`src/rtl/alu_arbiter.sv`:
```
// Two-requester front end for a shared combinational ALU: round-robin grant,
// registered operands, captured result/flags returned over a valid/ready response.
module alu_arbiter #(
  parameter int WORD_SIZE = 32,
  parameter int OP_WIDTH  = 3
) (
  input  logic                 clk,
  input  logic                 rst,
  input  logic                 req0_valid,
  output logic                 req0_ready,
  input  logic [OP_WIDTH-1:0]  req0_op,
  input  logic [WORD_SIZE-1:0] req0_arg1,
  input  logic [WORD_SIZE-1:0] req0_arg2,
  input  logic                 req1_valid,
  output logic                 req1_ready,
  input  logic [OP_WIDTH-1:0]  req1_op,
  input  logic [WORD_SIZE-1:0] req1_arg1,
  input  logic [WORD_SIZE-1:0] req1_arg2,
  output logic                 rsp0_valid,
  input  logic                 rsp0_ready,
  output logic                 rsp1_valid,
  input  logic                 rsp1_ready,
  output logic [WORD_SIZE-1:0] rsp_result,
  output logic                 rsp_zero,
  output logic                 rsp_pos,
  output logic [OP_WIDTH-1:0]  alu_op,
  output logic [WORD_SIZE-1:0] alu_arg1,
  output logic [WORD_SIZE-1:0] alu_arg2,
  input  logic [WORD_SIZE-1:0] alu_result,
  input  logic                 alu_zero,
  input  logic                 alu_pos,
  output logic                 busy,
  output logic                 owner
);

  typedef enum logic [1:0] {IDLE, ISSUE, RESP} state_t;

  state_t                 r_state, w_next;
  logic                   r_last_grant;
  logic                   r_owner;
  logic [OP_WIDTH-1:0]    r_alu_op;
  logic [WORD_SIZE-1:0]   r_alu_arg1, r_alu_arg2;
  logic [WORD_SIZE-1:0]   r_rsp_result;
  logic                   r_rsp_zero, r_rsp_pos;
  logic                   w_idle, w_req_hs, w_rsp_hs;

  assign w_idle = (r_state == IDLE);

  // Contention goes to whoever did not win last; an uncontested request always wins.
  assign req0_ready = w_idle & req0_valid & (~req1_valid | r_last_grant);
  assign req1_ready = w_idle & req1_valid & (~req0_valid | ~r_last_grant);
  assign w_req_hs   = req0_ready | req1_ready;

  assign rsp0_valid = (r_state == RESP) & ~r_owner;
  assign rsp1_valid = (r_state == RESP) &  r_owner;
  assign w_rsp_hs   = (rsp0_valid & rsp0_ready) | (rsp1_valid & rsp1_ready);

  always_ff @(posedge clk) begin
    if (rst) r_state <= IDLE;
    else     r_state <= w_next;
  end

  always_comb begin
    w_next = r_state;
    case (r_state)
      IDLE:    if (w_req_hs) w_next = ISSUE;
      ISSUE:   w_next = RESP;
      RESP:    if (w_rsp_hs) w_next = IDLE;
      default: w_next = IDLE;
    endcase
  end

  always_ff @(posedge clk) begin
    if (rst) begin
      r_last_grant <= 1'b1;
      r_owner      <= 1'b0;
      r_alu_op     <= '0;
      r_alu_arg1   <= '0;
      r_alu_arg2   <= '0;
      r_rsp_result <= '0;
      r_rsp_zero   <= 1'b0;
      r_rsp_pos    <= 1'b0;
    end else begin
      if (w_req_hs) begin
        r_owner      <= req1_ready;
        r_last_grant <= req1_ready;
        r_alu_op     <= req1_ready ? req1_op   : req0_op;
        r_alu_arg1   <= req1_ready ? req1_arg1 : req0_arg1;
        r_alu_arg2   <= req1_ready ? req1_arg2 : req0_arg2;
      end
      if (r_state == ISSUE) begin
        r_rsp_result <= alu_result;
        r_rsp_zero   <= alu_zero;
        r_rsp_pos    <= alu_pos;
      end
    end
  end

  assign alu_op     = r_alu_op;
  assign alu_arg1   = r_alu_arg1;
  assign alu_arg2   = r_alu_arg2;
  assign rsp_result = r_rsp_result;
  assign rsp_zero   = r_rsp_zero;
  assign rsp_pos    = r_rsp_pos;
  assign busy       = ~w_idle;
  assign owner      = r_owner;

endmodule
```
`config.mk`:
```
export PLATFORM = sky130hd
export DESIGN_NAME = alu_arbiter
export DESIGN_NICKNAME = d
export VERILOG_FILES = /design/src/rtl/alu_arbiter.sv
export SDC_FILE = /design/constraint.sdc
export NUM_CORES = 1
export LEC_CHECK = 0
export ABC_AREA = 1
export ABC_CLOCK_PERIOD_IN_PS = 1600
export CAP_MARGIN = 20
export CORE_MARGIN = 2
export CORE_UTILIZATION = 39
export CTS_CLUSTER_SIZE = 24
export DETAILED_ROUTE_END_ITERATION = 10
export PLACE_DENSITY_LB_ADDON = 0.12
export SLEW_MARGIN = 5
export SYNTH_ARGS = -nofsm -noshare
export SYNTH_HDL_FRONTEND = slang
export SYNTH_SLANG_ARGS = --single-unit
export TNS_END_PERCENT = 10
```
`constraint.sdc`:
```
create_clock -name clk -period 1.6 [get_ports clk]
set_input_delay 0.32 -clock clk [delete_from_list [all_inputs] [get_ports clk]]
set_output_delay 0.32 -clock clk [all_outputs]
set_load 0.05 [all_outputs]
```
* Word level (Yosys, flattened, before mapping)
Cells that the tools add are included.
Widths: inputs -> output; s select.
** Word-level totals
- Word-level logic and storage cells :: 38
- Input port bits :: 174
- Output and inout bits :: 107
- Flip-flop bits (word level) :: 105
** Operators by class
- Equality and inequality tests :: 4
- Bitwise operators :: 17
- Reductions and logical operators :: 2
- Multiplexer cells :: 6
** Operators with widths (count)
- $mux 32 :: 2
- $and 1x1->1 :: 8
- $pmux 2 s3 :: 1
- $not 1->1 :: 5
- $mux 2 :: 2
- $or 1x1->1 :: 4
- $mux 3 :: 1
- $eq 2x1->1 const B :: 1
- $eq 2x2->1 const B :: 1
- $logic_not 2->1 :: 1
- $ne 2x1->1 const B :: 1
- $ne 2x2->1 const B :: 1
- $reduce_and 2->1 :: 1

* Depth between registers and ports, before layout
- Depth in word-level cells :: 6
- Mapped depth :: 8
- Gate-level depth less buffers :: 6

* Worst setup path after synthesis
Ideal clock, no wire load.
- Path type :: reg-to-output
- Start point :: register r_state[1]
- End point :: output port req0_ready
- Arrival :: 1.724 ns
- Buffers on the path :: 2
- Slack :: -0.444 ns
- Data required time :: 1.280 ns
- Stages on the path, launching flop included :: 6
- Cells stage by stage :: dfxtp_1 > nor2_4 > buf_2 > buf_2 > nand2_1 > a21oi_1
** Between the ends
- Longest elaborated chain between the ends :: 3
** Ends and longest elaborated chain
- from (decl) :: RTL line 38 : state_t r_state, w_next;
- from (signal assigned) :: RTL line 60 : else r_state <= w_next;
- $logic_not 2->1 :: RTL line 47 : assign w_idle = (r_state == IDLE);
- $and 1x1->1 (2 in a row) :: RTL line 50 : assign req0_ready = w_idle & req0_valid & (~req1_valid | r_last_grant);
- to (decl) :: RTL line 10 : output logic req0_ready,
No other way between the ends.

* Final worst setup path
Same ends and word-level chain as after synthesis.

==> qor_table.md <==
| Parameter | Reported |
|:---|:---|
| Hold Path Sink | r_state[0] |
| Boundary pin count | 281 |
| Detail-routed via count per cell | 4.74 |
| Req. time, crit path | 1.28 ns |
| Number of placement rows | 41 |
| Share of layout cells above drive strength 1 | 16.2% |
| Leakage power | 4.05 nW |
| GR Util met3 | 6.35% |
| HPWL reported at the end of detailed placement | 11900 um |
| R2r endpoint | alu_arg2[7] |
| Peak supply drop | 0.000551 V |
| Number of detailed-route iterations in the first pass | 4 |
| Time the final worst path needs with I/O delays and setup | 1.64 ns |
| Width of the die | 118 um |
| Actual slew at the worst max-slew pin | 0.531 ns |
| Total design power | 8.76 mW |
| Starting density of the core | 40.0% |
| Yosys reg bits | 105 |
| Most frequent standard cell in the layout excluding fill and tap cells | sky130_fd_sc_hd__clkdlybuf4s50_1 |
| Hold path start | rst |
| Global-route wire length before repair | 26300 um |
| Critical register-to-register path startpoint | r_state[1] |
| Nets | 1197 |
| Worst hold path type | input port to flop |
| Arrival time at the worst endpoint | 1.32 ns |
| Final core area utilization | 65.3% |
| Post-route ant nets | 0 |
| Place WS | -0.133 ns |
| CTS root buffer | sky130_fd_sc_hd__clkbuf_16 |
| Endpoint type of the worst setup path | output pin |
| Relative slew margins | 64.6% |
| Detailed-route via count | 5687 |
| Fin Hold WS | 0.468 ns |
| Proportion of synthesized chip area in sequential cells | 41.6% |
| Clock Skew | 0.00519 ns |
| Hold violation count in the final report | 0 |
| H-tree level count | 3 |
| Post-synthesis cell type with the largest combined area | sky130_fd_sc_hd__dfxtp_1 |
| Class of the most critical setup path | flop to output pin |
| Worst r2r path cells | 8 |
| Max frequency | 0.609 GHz |
| Total length of routed wires | 16600 um |
| Share of the clock period used by the worst path after layout | 103% |
| R2R setup slack | 0.10 ns |
| Total DRC errors in the routed layout | 0 |
| Global route overflow | 0 |
| Placeable core area | 12600 um^2 |
| Library cells used by synthesis | 16 |
| Unrepaired setup endpoints after global routing | yes |
| Status | finished, violations left |
| Global routing's busiest layer | met2 |
| Post-Syn Instances | 765 |
| Final estimated routing congestion in global placement | 0.808 |
| Cell count of the worst hold path | 3 |
| Global-route met2 utilization | 40.2% |
| Failing checks | setup timing |
| Count of final setup violators | 1 |
| Global routing met1 resource utilization | 27.3% |
| Total clock sinks | 105 |
| Post-detailed-route wirelength per cell | 13.8 um |
| Pins Over Slew Limit | 0 |
| Count of buffers from port buffering | 280 |
| TritonCTS buffer count | 9 |
| Count of warnings emitted by yosys | 0 |
| Highest-count cells in the layout ignoring fill and taps | sky130_fd_sc_hd__clkdlybuf4s50_1, sky130_fd_sc_hd__inv_1, sky130_fd_sc_hd__nand2_1 |
| Top fanout value on the critical path | 5 |
| Number of antenna violations at the first check in global routing | 1 |
| Synthesized Nets | 939 |
| Clk Latency, worst-skew pair | 0.35 ns |
| Synth-to-Final Area Change | 63.2% |
| TritonCTS clock tree | yes |
| Maximum number of pins on one net before global-route repair | 48 |
| Synth Area per Inst | 6.60 um^2 |
| Synthesized cell area | 5050 um^2 |
| Worst-case setup margin in the final layout | -0.0411 ns |
| Clock Pin Slew Worst Setup and Hold Paths | 0.07 ns |
| Total global-route track usage | 23.5% |
| Total power per unit cell area | 1060 nW/um^2 |
| Via count of the first global-routing pass | 5254 |
| Launching element type of the critical path | flop |
| Die area | 13900 um^2 |
| Count of max-cap constraint violations | 0 |
| Leading post-synthesis cells by cell area | sky130_fd_sc_hd__dfxtp_1, sky130_fd_sc_hd__inv_1, sky130_fd_sc_hd__nand2_1 |
| Clock Path Buffers | 2 |
| Number of violations reported at the end of detailed-routing iteration 0 | 375 |
| DIE HEIGHT | 118 um |
| Post-synth top area share | 41.6% |
==> registers in the layout, indices dropped and copies added (netlist names) <==
name / count
alu_arg1: 32
alu_arg2: 32
alu_op: 3
owner: 1
r_last_grant: 1
r_state: 2
rsp_pos: 1
rsp_result: 32
rsp_zero: 1
==> kinds of logic (layout without fill, tap and decap cells) <==
group | Yosys count | after routing | share of synthesized area [%]
other | 0 | 1 | 0
DFF | 105 | 105 | 41.6
buffers and inverters | 204 | 467 | 16.4
and+or+nand+nor | 352 | 352 | 31.5
AOI/OAI and AO/OA | 104 | 104 | 10.4
==> metrics by stage <==
stage	area (um^2)	cells	setup TNS [ns]
2_1_floorplan	5050	765	-0.141
3_3_place_gp	7890	1181	-3.18
3_5_place_dp	7890	1181	-4.58
4_1_cts	8210	1200	-0.0954
5_1_grt	8240	1201	-0.215
6_report	8240	1201	-0.0411
==> synthesized netlist by cell type, drive strengths merged <==
| library cell | count |
|---|---|
| a21oi | 69 |
| buf | 28 |
| clkbuf | 32 |
| dfxtp | 105 |
| inv | 144 |
| nand2 | 140 |
| nand3 | 70 |
| nand3b | 2 |
| nand4 | 67 |
| nor2 | 73 |
| o21ai | 35 |
==> cell type report <==
class                   instances  area [um^2]
flip-flops and latches        105         2100
clock inverters                 6         50.0
well taps                     172          215
clock buffers                  10          229
fillers                      1196         4380
inverters                     144          543
diodes                          1         2.50
repair buffers                307         2930
multi-input cells             456         2160
==> per-layer routing <==
| layer | vias to the layer above | share of wire [%] |
|---|---|---|
| met5 | - | 0 |
| met4 | 0 | 3.4 |
| met3 | 37 | 8.0 |
| met2 | 233 | 48 |
| met1 | 2481 | 40 |
| li1 | 2936 | - |
==> critical path, stage by stage (launching register included) <==
cell and delay [ns]:
sky130_fd_sc_hd__dfxtp_2 0.34, sky130_fd_sc_hd__nor2_4 0.22, sky130_fd_sc_hd__nand2_2 0.11, sky130_fd_sc_hd__a21oi_4 0.15, sky130_fd_sc_hd__buf_12 0.15
==> worst max-delay path by stage <==
stage	startpoint	endpoint	slack, ns
3_5_place_dp	req0_valid	req1_ready	-0.13
4_1_cts	r_state[0]	req0_ready	-0.06
2_1_floorplan	r_state[1]	req0_ready	-0.14
3_3_place_gp	req0_valid	req1_ready	-0.12
5_1_grt	r_state[1]	req0_ready	-0.09
6_report	r_state[1]	req0_ready	-0.04
==> what timing repair did <==
item / CTS / global route
endpoints found under the setup margin: 5 / 46
pin swaps: 1 / 2
hold buffers: 0 / 0
resized for setup: 10 / 6
setup buffers: 3 / 0
endpoints found under the hold margin: 0 / 0
==> power by group <==
part	switching [mW]	internal [mW]
Sequential	0.169	2.94
Clock	1.02	1.08
Combinational	2.23	1.33
Note: power is estimated with default switching activity, not from simulation.
